### config.mk
export PLATFORM = sky130hd
export DESIGN_NAME = pll_rst_seq
export DESIGN_NICKNAME = d
export VERILOG_FILES = /design/src/rtl/pll_rst_seq.sv
export SDC_FILE = /design/constraint.sdc
export NUM_CORES = 1
export LEC_CHECK = 0
export BUFFER_PORTS_ARGS = -buffer_cell sky130_fd_sc_hd__buf_2
export CORE_AREA = 4 4 73 75
export DETAILED_ROUTE_END_ITERATION = 7
export DIE_AREA = 0 0 77 79
export PLACE_DENSITY = 0.56
export SLEW_MARGIN = 40
export SYNTH_ARGS = -nofsm -noshare
export SYNTH_HDL_FRONTEND = slang
export SYNTH_SLANG_ARGS = --single-unit
### constraint.sdc
create_clock -name sys_clk -period 5.3 [get_ports sys_clk]
set_input_delay 0.53 -clock sys_clk [delete_from_list [all_inputs] [get_ports sys_clk]]
set_output_delay 0.53 -clock sys_clk [all_outputs]
set_load 0.01 [all_outputs]
### src/rtl/pll_rst_seq.sv
// Reset sequencer behind the clock wizard: holds the PLL in reset, waits for a stable lock and then releases core -> periph -> io.
// Define PLL_RST_SEQ_TIMEOUT_EN to re-pulse the PLL when WAIT_LOCK runs for LOCK_TIMEOUT cycles without lock.
module pll_rst_seq #(
  parameter int SYNC_STAGES    = 2,
  parameter int PLL_RST_CYCLES = 16,
  parameter int STABLE_CYCLES  = 1000,
  parameter int STAGE_GAP      = 16,
  parameter int LOCK_TIMEOUT   = 100000,
  parameter int CNT_W          = 8
) (
  input  logic             sys_clk,
  input  logic             sys_rst_n,
  input  logic             locked,
  output logic             pll_rst,
  output logic             rst_n_core,
  output logic             rst_n_periph,
  output logic             rst_n_io,
  output logic             ready,
  output logic [CNT_W-1:0] lock_loss_cnt
);

  function automatic int max4(input int a, input int b, input int c, input int d);
    int m;
    m = a;
    if (b > m) m = b;
    if (c > m) m = c;
    if (d > m) m = d;
    return m;
  endfunction

  localparam int MAX_LD = max4(PLL_RST_CYCLES, STABLE_CYCLES, STAGE_GAP, LOCK_TIMEOUT);
  localparam int CW     = $clog2(MAX_LD + 1);

  // A state loaded with N-1 on entry lasts N cycles; the count hits zero on its last cycle.
  localparam logic [CW-1:0] LD_PLL    = CW'(PLL_RST_CYCLES - 1);
  localparam logic [CW-1:0] LD_STABLE = CW'(STABLE_CYCLES - 1);
  localparam logic [CW-1:0] LD_GAP    = CW'(STAGE_GAP - 1);
  // Out of reset the first edge counts as the PLL_RST entry, so the pulse spans PLL_RST_CYCLES edges after it.
  localparam logic [CW-1:0] LD_PWR    = CW'(PLL_RST_CYCLES);
`ifdef PLL_RST_SEQ_TIMEOUT_EN
  localparam logic [CW-1:0] LD_WAIT   = CW'(LOCK_TIMEOUT - 1);
`else
  localparam logic [CW-1:0] LD_WAIT   = '0;
`endif

  typedef enum logic [2:0] {
    S_PLL_RST   = 3'd0,
    S_WAIT_LOCK = 3'd1,
    S_STABLE    = 3'd2,
    S_REL0      = 3'd3,
    S_REL1      = 3'd4,
    S_RUN       = 3'd5
  } state_t;

  function automatic logic [CNT_W-1:0] sat_inc(input logic [CNT_W-1:0] v);
    return (&v) ? v : v + 1'b1;
  endfunction

  logic [SYNC_STAGES-1:0] r_sync;
  logic                   w_lock_s;
  state_t                 r_state;
  state_t                 w_state_nxt;
  logic [CW-1:0]          r_cnt;
  logic [CW-1:0]          w_cnt_nxt;
  logic                   w_loss_in_run;
  logic                   r_pll_rst;
  logic                   r_rst_n_core;
  logic                   r_rst_n_periph;
  logic                   r_rst_n_io;
  logic                   r_ready;
  logic [CNT_W-1:0]       r_loss_cnt;
  logic                   w_pll_rst_nxt;
  logic                   w_core_nxt;
  logic                   w_periph_nxt;
  logic                   w_io_nxt;
  logic                   w_ready_nxt;

  always_ff @(posedge sys_clk or negedge sys_rst_n) begin
    if (!sys_rst_n) begin
      r_sync <= '0;
    end else begin
      r_sync <= {r_sync[SYNC_STAGES-2:0], locked};
    end
  end

  assign w_lock_s = r_sync[SYNC_STAGES-1];

  always_ff @(posedge sys_clk or negedge sys_rst_n) begin
    if (!sys_rst_n) begin
      r_state <= S_PLL_RST;
      r_cnt   <= LD_PWR;
    end else begin
      r_state <= w_state_nxt;
      r_cnt   <= w_cnt_nxt;
    end
  end

  always_comb begin
    w_state_nxt   = r_state;
    w_cnt_nxt     = (r_cnt != '0) ? r_cnt - 1'b1 : '0;
    w_loss_in_run = 1'b0;
    case (r_state)
      S_PLL_RST: begin
        if (r_cnt == '0) begin
          w_state_nxt = S_WAIT_LOCK;
          w_cnt_nxt   = LD_WAIT;
        end
      end
      S_WAIT_LOCK: begin
        if (w_lock_s) begin
          w_state_nxt = S_STABLE;
          w_cnt_nxt   = LD_STABLE;
        end
`ifdef PLL_RST_SEQ_TIMEOUT_EN
        else if (r_cnt == '0) begin
          w_state_nxt = S_PLL_RST;
          w_cnt_nxt   = LD_PLL;
        end
`endif
      end
      S_STABLE: begin
        if (!w_lock_s) begin
          w_state_nxt = S_WAIT_LOCK;
          w_cnt_nxt   = LD_WAIT;
        end else if (r_cnt == '0) begin
          w_state_nxt = S_REL0;
          w_cnt_nxt   = LD_GAP;
        end
      end
      S_REL0: begin
        if (!w_lock_s) begin
          w_state_nxt = S_WAIT_LOCK;
          w_cnt_nxt   = LD_WAIT;
        end else if (r_cnt == '0) begin
          w_state_nxt = S_REL1;
          w_cnt_nxt   = LD_GAP;
        end
      end
      S_REL1: begin
        if (!w_lock_s) begin
          w_state_nxt = S_WAIT_LOCK;
          w_cnt_nxt   = LD_WAIT;
        end else if (r_cnt == '0) begin
          w_state_nxt = S_RUN;
          w_cnt_nxt   = '0;
        end
      end
      S_RUN: begin
        if (!w_lock_s) begin
          w_state_nxt   = S_WAIT_LOCK;
          w_cnt_nxt     = LD_WAIT;
          w_loss_in_run = 1'b1;
        end
      end
      default: begin
        w_state_nxt = S_PLL_RST;
        w_cnt_nxt   = LD_PLL;
      end
    endcase
  end

  // Outputs decode the next state so they change on the same edge as the state and leave from flops.
  always_comb begin
    w_pll_rst_nxt = (w_state_nxt == S_PLL_RST);
    w_core_nxt    = (w_state_nxt == S_REL0) || (w_state_nxt == S_REL1) || (w_state_nxt == S_RUN);
    w_periph_nxt  = (w_state_nxt == S_REL1) || (w_state_nxt == S_RUN);
    w_io_nxt      = (w_state_nxt == S_RUN);
    w_ready_nxt   = (w_state_nxt == S_RUN);
  end

  always_ff @(posedge sys_clk or negedge sys_rst_n) begin
    if (!sys_rst_n) begin
      r_pll_rst      <= 1'b1;
      r_rst_n_core   <= 1'b0;
      r_rst_n_periph <= 1'b0;
      r_rst_n_io     <= 1'b0;
      r_ready        <= 1'b0;
      r_loss_cnt     <= '0;
    end else begin
      r_pll_rst      <= w_pll_rst_nxt;
      r_rst_n_core   <= w_core_nxt;
      r_rst_n_periph <= w_periph_nxt;
      r_rst_n_io     <= w_io_nxt;
      r_ready        <= w_ready_nxt;
      if (w_loss_in_run) r_loss_cnt <= sat_inc(r_loss_cnt);
    end
  end

  assign pll_rst       = r_pll_rst;
  assign rst_n_core    = r_rst_n_core;
  assign rst_n_periph  = r_rst_n_periph;
  assign rst_n_io      = r_rst_n_io;
  assign ready         = r_ready;
  assign lock_loss_cnt = r_loss_cnt;

endmodule

==> impl_metrics.yaml, run 1 <==
outcome:
  status: "completed"
pwr:
  swShare_pct: 36.63
  ir_worst_vdd_mv: 0.1525
  seq_power_share_pct: 47.7
  power_leakage_nw: 0.9047
  p_sw_mw: 0.3119
  combPwrFrac_pct: 29.1
  clockPowerShare_pct: 23.2
  power.internal_mw: 0.5397
  p_per_area_nw_per_um2: 435.5
place:
  io_buffers: 15
  place_ws_ns: 2.984
  hpwl_microns: 2326
  globalplace.congestion: 0.7527
synth:
  netlist.area_leader.share_pct: 45.78
  synthTopCellsByArea: "dfrtp_1, xor2_1, xnor2_1"
  synth_adder_area_share_pct: 1.431
  synth-compound-area-share_pct: 10.09
  synthSimpleGateAreaFrac_pct: 24.82
  ys_seq_area_share_pct: 48.78
  syn_area_per_cell_sq_um: 10.93
  yosys_register_bits: 34
  synth_top_area_cell: "dfrtp_1"
  netlist_instances: 160
  synth_top_family_by_area: "simple AND/OR/NAND/NOR gates"
  synth-xor-area-share_pct: 10.01
  synth_cell_type_count: 45
  synth_fp_nets: 165
  synthMuxAreaShare_pct: 1.788
  syn-cell-area_sq_um: 1749
  synth.yosys.warnings: 0
clock_tree:
  cts_tree: "done"
  cts-buffers-inserted: 5
  root_buffer: "clkbuf_8"
  cts_resized: 0
  cts.sinks: 34
  worstSkewPairLatency_ns: 0.28
  path_clk_slew_ns: 0.07
  clock_path_buffers: 2
  holdBufCountCts: 0
  cts_setup_buffers: 0
  htree_levels: 2
route:
  drtIter0Drc: 34
  via_count: 1258
  drc_errors: 0
  via_per_inst: 5.470
  wl_per_cell_microns: 14.57
  firstDrtPassIters: 4
  ant_nets: 0
  finalWirelength_microns: 3351
sta:
  setup_ws_ns: 3.214
  finalHoldViolCount: 0
  drv_slew: 0
  rsz0062_at_grt: "false"
  fin_hold_ws_ns: 0.1801
  period_share_pct: 39.36
  timing.fmax_ghz: 0.4793
  finalSetupTns_ns: 0
  slew_headroom_pct: 63.30
  worstMarginPinSlew_ns: 0.5463
  period_needed_ns: 2.086
  setup_viol: 0
  skew_ns: 0.005497
global_route:
  grt_pass1_vias: 1242
  grt.total_usage_pct: 12.02
  grt_pass1_wl_microns: 5871
  grt_max_degree: 35
  grt.overflow.total: 0
  antenna_found_initial: 0
final_layout:
  areaGrowthSynthToFinish_pct: 11.80
  postLayoutCoreUtil_pct: 41.96
  fin_nets: 180
  antenna_cells: 0
  drive_above_1_share_pct: 19.89
die:
  initial_core_util_pct: 37.53
  die_w_microns: 77
  ios: 16
  rows: 25
  die_h_microns: 79
  coreArea_sq_um: 4661
  dieArea_sq_um: 6083
worst_hold_path:
  hold_path_class: "in2async"
setup_path:
  end_kind: "flip-flop"
  crit_family: "simple AND/OR/NAND/NOR gates"
  cpPeakStageDelay_ns: 0.56
  path_max_fanout: 11
  crit_path_cell_trace: "nor4_4, and4_1, nor3_2, or3_1"
  start_kind: "flip-flop"
  critPathArrivalTime_ns: 2.25
  worstPathRequired_ns: 5.46
  worst-path-buf-inv: 0
  cp_slowest_cell: "nor4_4"
  criticalPathCategory: "reg2reg"
run:
  max-cap-violations: 0
-- synth_stat cells (all sizes together) --
| cell type | n |
|---|---|
| dfrtp | 32 |
| nor2 | 16 |
| xor2 | 11 |
| nand2 | 10 |
| xnor2 | 9 |
| nand4 | 8 |
| nand3 | 7 |
| o21ai | 6 |
| nor4 | 5 |
| a21boi | 4 |
| and3 | 4 |
| clkbuf | 4 |
| inv | 4 |
| nor3 | 4 |
| buf | 3 |
| o311ai | 3 |
| a21o | 2 |
| and4 | 2 |
| dfstp | 2 |
| ha | 2 |
| mux2i | 2 |
| nand4bb | 2 |
| nor3b | 2 |
| o211ai | 2 |
| o31ai | 2 |
| a211oi | 1 |
| a21oi | 1 |
| a41oi | 1 |
| mux2 | 1 |
| nand3b | 1 |
| nand4b | 1 |
| nor4b | 1 |
| nor4bb | 1 |
| o21bai | 1 |
| o31a | 1 |
| or3 | 1 |
| or4 | 1 |
-- cell usage in the layout, fill, tap and decap left out, types with 2 or more instances in the layout --
cell type / count
dfrtp_1: 32
nor2_1: 16
buf_2: 14
xor2_1: 11
nand2_1: 10
xnor2_1: 9
nand4_1: 7
nand3_1: 7
clkbuf_8: 6
o21ai_0: 5
and3_1: 4
inv_1: 4
a21boi_0: 4
nor4_4: 3
nor3_1: 3
nand4bb_1: 2
nor4_2: 2
and4_1: 2
o31ai_1: 2
mux2i_1: 2
o311ai_0: 2
a21o_1: 2
o211ai_1: 2
ha_1: 2
dfstp_2: 2
-- cell type report --
class / count / area, sq um
Tap cell: 54 / 67.56
Multi-Input combinational cell: 115 / 850.8
Timing Repair Buffer: 15 / 77.57
Fill cell: 437 / 2705
Clock buffer: 7 / 86.33
Inverter: 4 / 15.01
Clock inverter: 1 / 5.005
Sequential cell: 34 / 853.3
-- per-layer routing --
metal	routed length, microns	GRT usage (%)	part of all wire [%]
met3	151	3.401	4.5
met1	1542	15.31	46
met5	0	0	0
met4	40	4.093	1.2
met2	1617	19.69	48
-- path summary, 6_finish.rpt --
path,depth (start not counted),slack [ns],end,start
worst max-delay path,4,3.21,r_cnt[3],r_cnt[6]
worst min-delay path,1,0.18,r_cnt[15],sys_rst_n
worst max register to register,4,3.21,r_cnt[3],r_cnt[6]
worst min register to register,0,0.36,r_sync[1],r_sync[0]
max in group asynchronous,1,4.78,pll_rst,sys_rst_n
min in group sys_clk,1,0.35,r_sync[0],locked
-- stage by stage --
| step | cell area [sq um] | cells | power, mW |
|---|---|---|---|
| 2_1_floorplan | 1749 | 160 | 0.5905 |
| 3_3_place_gp | 1853 | 222 | 0.6367 |
| 3_5_place_dp | 1853 | 222 | 0.6507 |
| 4_1_cts | 1944 | 230 | 0.8527 |
| 5_1_grt | 1956 | 230 | 0.9149 |
| 6_report | 1956 | 230 | 0.8516 |
-- logic make-up after synthesis --
| family | Yosys count |
|---|---|
| AOI/OAI and AO/OA | 24 |
| xor gates and xnor gates | 20 |
| adders and majority gates | 2 |
| buffers and inverters | 11 |
| DFF | 34 |
| muxes | 3 |
| and+or+nand+nor | 66 |
-- state kept, by name, summed over array words and instances (netlist names) --
register and cells:
r_cnt 17, r_state 3, lock_loss_cnt 8, pll_rst 1, rst_n_periph 1, r_sync 2, ready 1, rst_n_core 1
-- power groups by stage --
stage          logic, mW  registers, mW  clock network [mW]
6_report           0.248          0.406               0.197
5_1_grt            0.282          0.417               0.216
4_1_cts            0.247          0.401               0.205
3_5_place_dp       0.245          0.405                   0
3_3_place_gp       0.237          0.399                   0
2_1_floorplan      0.210          0.380                   0
Power figures use the tool's default switching activity.
==> inputs of run 2 (changes only) <==
ABC_AREA = 1   (was unset)
CORE_AREA = 4 4 74 76   (was 4 4 73 75)
DIE_AREA = 0 0 78 80   (was 0 0 77 79)
clock period = 2.07 ns   (was 5.3 ns; I/O delays follow)
==> run 2 against run 1 <==
Net effect: power grew to 2.7 times the previous value; first-iteration DRC count is 38% higher; synthesized cell count is 26% higher; worst setup slack worse by 2.8 ns; register-to-register slack lost 2.8 ns; cell area grew 3.9%; area after synthesis increased by 1.4%; sequential power rose by 140%; final cell count is 27% higher; global-route usage fell by 0.31 points; flip-flop and latch count stayed put; worst hold slack got worse by 0.15 ns; highest routed layer unchanged.
==> impl_metrics.yaml, run 2 <==
outcome:
  status: "completed"
final_layout:
  areaGrowthSynthToFinish_pct: 14.61
  fillers: 465
  antenna_cells: 0
  fin_nets: 228
  drive_above_1_share_pct: 21.88
  largest_register_ffs: 17
  largest_register: "r_cnt"
  final_common_cell: "nand2_1"
  layout_common_cells: "nand2_1, dfrtp_1, inv_1, nor2_1, nand3_1"
place:
  hpwl_microns: 2302
  globalplace.congestion: 0.7418
  io_buffers: 15
synth:
  synth_cell_type_count: 25
  synthSimpleGateAreaFrac_pct: 31.83
  synth_edf_count: 0
  synthTopCellsByArea: "dfrtp_1, nand2_1, xor2_1"
  synth_top_family_by_area: "simple AND/OR/NAND/NOR gates"
  synth.yosys.warnings: 0
  ys_seq_area_share_pct: 48.13
  synth_fp_nets: 206
  netlist_instances: 201
  synth.most_common_cell: "nand2_1"
  yosys_register_bits: 34
  syn_area_per_cell_sq_um: 8.821
  async_flop_share_pct: 100.0
  synth_top_area_cell: "dfrtp_1"
  syn-cell-area_sq_um: 1773
  synth-main-ff-cell: "dfrtp_1"
  synthTopCellsByCount: "nand2_1, dfrtp_1, inv_1, nor2_1, nand3_1"
  netlist.area_leader.share_pct: 45.17
  synthMuxAreaShare_pct: 0
  synth_adder_area_share_pct: 1.411
  synth-xor-area-share_pct: 9.880
  synth-compound-area-share_pct: 3.246
sta:
  skew_ns: 0.01007
  worstMarginPinSlew_ns: 0.4351
  period_needed_ns: 1.638
  finalHoldViolCount: 0
  finalSetupTns_ns: 0
  slew_headroom_pct: 70.99
  rsz0062_at_grt: "false"
  period_share_pct: 79.12
  setup_viol: 0
  timing.fmax_ghz: 0.6106
  drv_slew: 0
setup_path:
  critPathArrivalTime_ns: 1.81
  critPathLaunch: "r_cnt[0]"
  crit-reg2reg-launch: "r_cnt[0]"
  ff2ff_path_depth: 9
  reg2reg_to: "rst_n_core"
  criticalPathCategory: "reg2reg"
  worstPathRequired_ns: 2.24
  start_kind: "flip-flop"
  path_max_fanout: 5
  end_kind: "flip-flop"
  ff2ff_setup_slack_ns: 0.43
worst_hold_path:
  hold_path.startpoint: "locked"
  whs_endpoint: "r_sync[0]"
  worstHoldPathCells: 1
  hold_path_class: "in2reg"
clock_tree:
  root_buffer: "clkbuf_8"
  path_clk_slew_ns: 0.08
  htree_levels: 2
  cts_setup_buffers: 0
  clock_path_buffers: 2
  cts-buffers-inserted: 5
  worstSkewPairLatency_ns: 0.29
  cts_tree: "done"
  cts.sinks: 34
route:
  via_count: 1290
  drc_errors: 0
  via_per_inst: 4.433
  dr_wl_met3_microns: 112
  finalWirelength_microns: 3158
  firstDrtPassIters: 4
  wl_per_cell_microns: 10.85
  wl_met1_microns: 1558
  wl_met2_microns: 1438
  drtIter0Drc: 47
  topRoutingLayerUsed: "met4"
  ant_nets: 0
die:
  coreArea_sq_um: 4723
  rows: 25
  ios: 16
  die_h_microns: 80
  initial_core_util_pct: 37.54
  dieArea_sq_um: 6240
  die_w_microns: 78
global_route:
  grt_max_degree: 35
  antenna_found_initial: 0
  grt.overflow.total: 0
  grt_pass1_wl_microns: 5727
  grt.total_usage_pct: 11.71
  grt_pass1_vias: 1261
pwr:
  p_per_area_nw_per_um2: 1142
  ir_worst_vdd_mv: 0.4658
  power_leakage_nw: 1.069
  p_total_mw: 2.321
run:
  max-cap-violations: 0
[run 2: changes by cell type after synthesis, moves of 4 or more]
cell	previous run	this run
a21boi_0	4	0
clkbuf_1	4	0
inv_1	4	23
nand2_1	10	39
nand2_2	0	7
nand3_1	7	17
nor2_1	16	23
nor2_2	0	6
nor2_4	0	4
[run 2: worst max-delay path by stage]
stage                       to  cells after the start
detailed placement  rst_n_core                      9
finish              rst_n_core                      9
CTS                 rst_n_core                      9
floorplan           rst_n_core                     11
global placement    rst_n_core                      9
global route         r_cnt[10]                      7
[run 2: power by group]
group          leakage [nW]  switching (mW)  internal, mW
Combinational         0.576           0.497         0.318
Sequential            0.446           0.153         0.841
Clock                0.0472           0.245         0.267
Total                  1.07           0.895          1.43
[run 2: per-stage QoR]
stage                     area, sq um  cells  setup slack (ns)  util (%)  hold WS (ns)
final                            2032    291            0.4322     43.02       0.02705
after detailed placement         1924    282            0.4404     40.74        0.3169
after floorplan                  1773    201            0.5932         -      -0.08859
after global routing             2032    291            0.3125     43.02       0.01178
after CTS                        2019    290            0.4211     42.75       0.01160
after global placement           1924    282            0.4625     40.74        0.3157
[run 2: worst max-delay path, stage by stage (launching register included)]
cell	delay (ns)
dfrtp_1	0.38
inv_1	0.10
ha_1	0.26
nand2_4	0.11
nor2_8	0.16
nand4_1	0.16
nand2_1	0.11
nand3_2	0.12
nand2_1	0.08
nand2_1	0.04
[run 2: kinds of logic after synthesis]
kind of cell             count (synthesis)
AO/OA/AOI/OAI                           11
XOR/XNOR                                20
adder cells (fa/ha/maj)                  2
buffers and inverters                   25
flip-flops                              34
AND/OR/NAND/NOR                        109
[run 2: per-layer routing]
metal / up-vias / global-route usage (%)
li1: 669 / -
met1: 600 / 14.92
met2: 16 / 18.58
met3: 5 / 3.837
met4: 0 / 4.196
met5: - / 0
[run 2: layout make-up]
cell class,count,area [sq um],area share [%]
sequential,34,853.3,42.00
multi-input combinational,142,822.0,40.46
inverter,24,90.09,4.433
timing repair buffer,16,87.58,4.310
tap,67,83.83,4.126
clock buffer,6,82.58,4.064
clock inverter,2,12.51,0.6158
[run 2: repair_timing]
| item | in CTS | in global routing |
|---|---|---|
| gates resized for setup | 0 | 0 |
| hold buffers | 0 | 1 |
| endpoints found under the hold margin | 0 | 32 |
==> inputs of run 3 (changes only) <==
PLACE_DENSITY = 0.58   (was 0.56)
clock period = 1.4 ns   (was 2.07 ns; I/O delays follow)
==> run 3 against run 2 <==
Net effect: the flow now finishes with violations (setup timing); wire length up 11%; worst hold slack better by 0.29 ns; clock-buffer cell count is 1 higher; critical endpoint is now lock_loss_cnt[7]; largest cell class is now multi-input gates; highest routed layer unchanged.
==> impl_metrics.yaml, run 3 (synthesis gave the netlist of run 2 again) <==
outcome:
  status: "finished, violations left"
  failed_checks: "setup timing"
route:
  firstDrtPassIters: 4
  drtIter0Drc: 40
  drc_errors: 0
  wl_per_cell_microns: 10.72
  finalWirelength_microns: 3516
  via_count: 1449
  via_per_inst: 4.418
  ant_nets: 0
setup_path:
  path_max_fanout: 4
  cp_slowest_cell: "dfrtp_1"
  end_kind: "flip-flop"
  crit_family: "simple AND/OR/NAND/NOR gates"
  ff2ff_setup_slack_ns: -0.04
  worst-path-buf-inv: 1
  worstPathRequired_ns: 1.57
  start_kind: "flip-flop"
  criticalPathCategory: "reg2reg"
  ff2ff_path_depth: 8
  crit-reg2reg-launch: "lock_loss_cnt[0]"
  crit_path_cell_trace: "ha_4, nand3_4, nor3_4, nand3_2, nand2_4, clkinvlp_4, nand2_1, o21ai_1"
  critPathArrivalTime_ns: 1.60
  reg2reg_to: "lock_loss_cnt[7]"
  cpPeakStageDelay_ns: 0.40
clock_tree:
  clock_path_buffers: 2
  path_clk_slew_ns: 0.07
  root_buffer: "clkbuf_8"
  cts.sinks: 34
  worstSkewPairLatency_ns: 0.28
  htree_levels: 2
  cts_tree: "done"
  cts-buffers-inserted: 5
die:
  die_w_microns: 78
  ios: 16
  rows: 25
  coreArea_sq_um: 4723
  dieArea_sq_um: 6240
  initial_core_util_pct: 37.54
  die_h_microns: 80
final_layout:
  largest_register_ffs: 17
  drive_above_1_share_pct: 42.15
  areaGrowthSynthToFinish_pct: 38.96
  largest_register: "r_cnt"
  final_common_cell: "buf_4"
  antenna_cells: 0
  fin_nets: 265
  postLayoutCellArea_sq_um: 2464
  layout_common_cells: "buf_4, nand2_1, dfrtp_1"
  fin_cells: 328
sta:
  worstMarginPinSlew_ns: 0.3913
  drv_slew: 0
  finalHoldViolCount: 0
  period_needed_ns: 1.435
  skew_ns: 0.003419
  timing.fmax_ghz: 0.6967
  rsz0062_at_grt: "true"
  period_share_pct: 102.5
  setup_ws_ns: -0.03538
  setup_viol: 5
  slew_headroom_pct: 73.91
pwr:
  ir_worst_vdd_mv: 0.9241
  power_leakage_nw: 1.306
  p_per_area_nw_per_um2: 1642
  p_total_mw: 4.046
place:
  place_inst: 310
  globalplace.congestion: 0.8103
  io_buffers: 15
  hpwl_microns: 2554
  placed_area_sq_um: 2177
global_route:
  grt.overflow.total: 0
  grt_max_degree: 20
  grt_pass1_vias: 1466
  antenna_found_initial: 0
  grt_pass1_wl_microns: 6230
  grt.total_usage_pct: 12.48
worst_hold_path:
  hold_path_class: "in2async"
run:
  max-cap-violations: 0
==> run 3: cell types whose count changed in the layout (fill, tap and decap cells not counted), moves of 4 or more <==
cell,previous run,this run
nor2_1,23,18
buf_4,1,33
inv_2,1,5
nor2_2,6,10
nand2_1,39,32
inv_1,23,18
nand2_2,7,11
==> run 3: report_power, final <==
group | total (mW) | internal (mW) | switching, mW
registers | 1.46 | 1.25 | 0.215
logic | 1.85 | 0.909 | 0.943
clock network | 0.734 | 0.396 | 0.337
==> run 3: worst max path at each step <==
stage | startpoint | to | slack, ns | cells past startpoint
floorplan | r_cnt[0] | rst_n_core | -0.007 | 11
global placement | r_cnt[0] | rst_n_core | -0.04 | 11
detailed placement | r_cnt[0] | ready | -0.05 | 9
CTS | r_cnt[1] | rst_n_core | -0.01 | 11
global route | r_cnt[12] | rst_n_core | -0.11 | 10
finish | lock_loss_cnt[0] | lock_loss_cnt[7] | -0.04 | 8
==> run 3: cell type report <==
class,instances,area (sq um)
Clock buffer,7,86.33
Tap cell,67,83.83
Multi-Input combinational cell,142,948.4
Timing Repair inverter,1,7.507
Sequential cell,34,854.6
Clock inverter,1,5.005
Fill cell,442,2260
Timing Repair Buffer,52,382.9
Inverter,24,95.09
==> run 3: routing by layer <==
metal,up-vias,share of wire (%),track usage (%)
li1,751,-,-
met1,677,48,15.35
met2,16,49,21.40
met3,5,2.6,3.386
met4,0,1.0,3.671
met5,-,0,0
==> run 3: through the flow <==
| step | setup WS, ns | TNS (ns) | hold slack (ns) | util, % |
|---|---|---|---|---|
| final | -0.03538 | -0.07859 | 0.3209 | 52.16 |
| after CTS | -0.01037 | -0.02098 | 0.3349 | 49.88 |
| after floorplan | -0.007126 | -0.007126 | -0.1556 | - |
| after global placement | -0.03916 | -0.07088 | 0.09309 | 46.09 |
| after global routing | -0.1133 | -1.081 | 0.3448 | 52.16 |
| after detailed placement | -0.05445 | -0.1385 | 0.09165 | 46.09 |
==> run 3: timing repair <==
action / 4_1_cts / 5_1_grt
cloned: 1 / 0
endpoints found under the setup margin: 13 / 30
pin swaps: 8 / 9
setup buffers: 4 / 3
hold buffers: 2 / 0
resized for setup: 13 / 24
endpoints found under the hold margin: 16 / 0
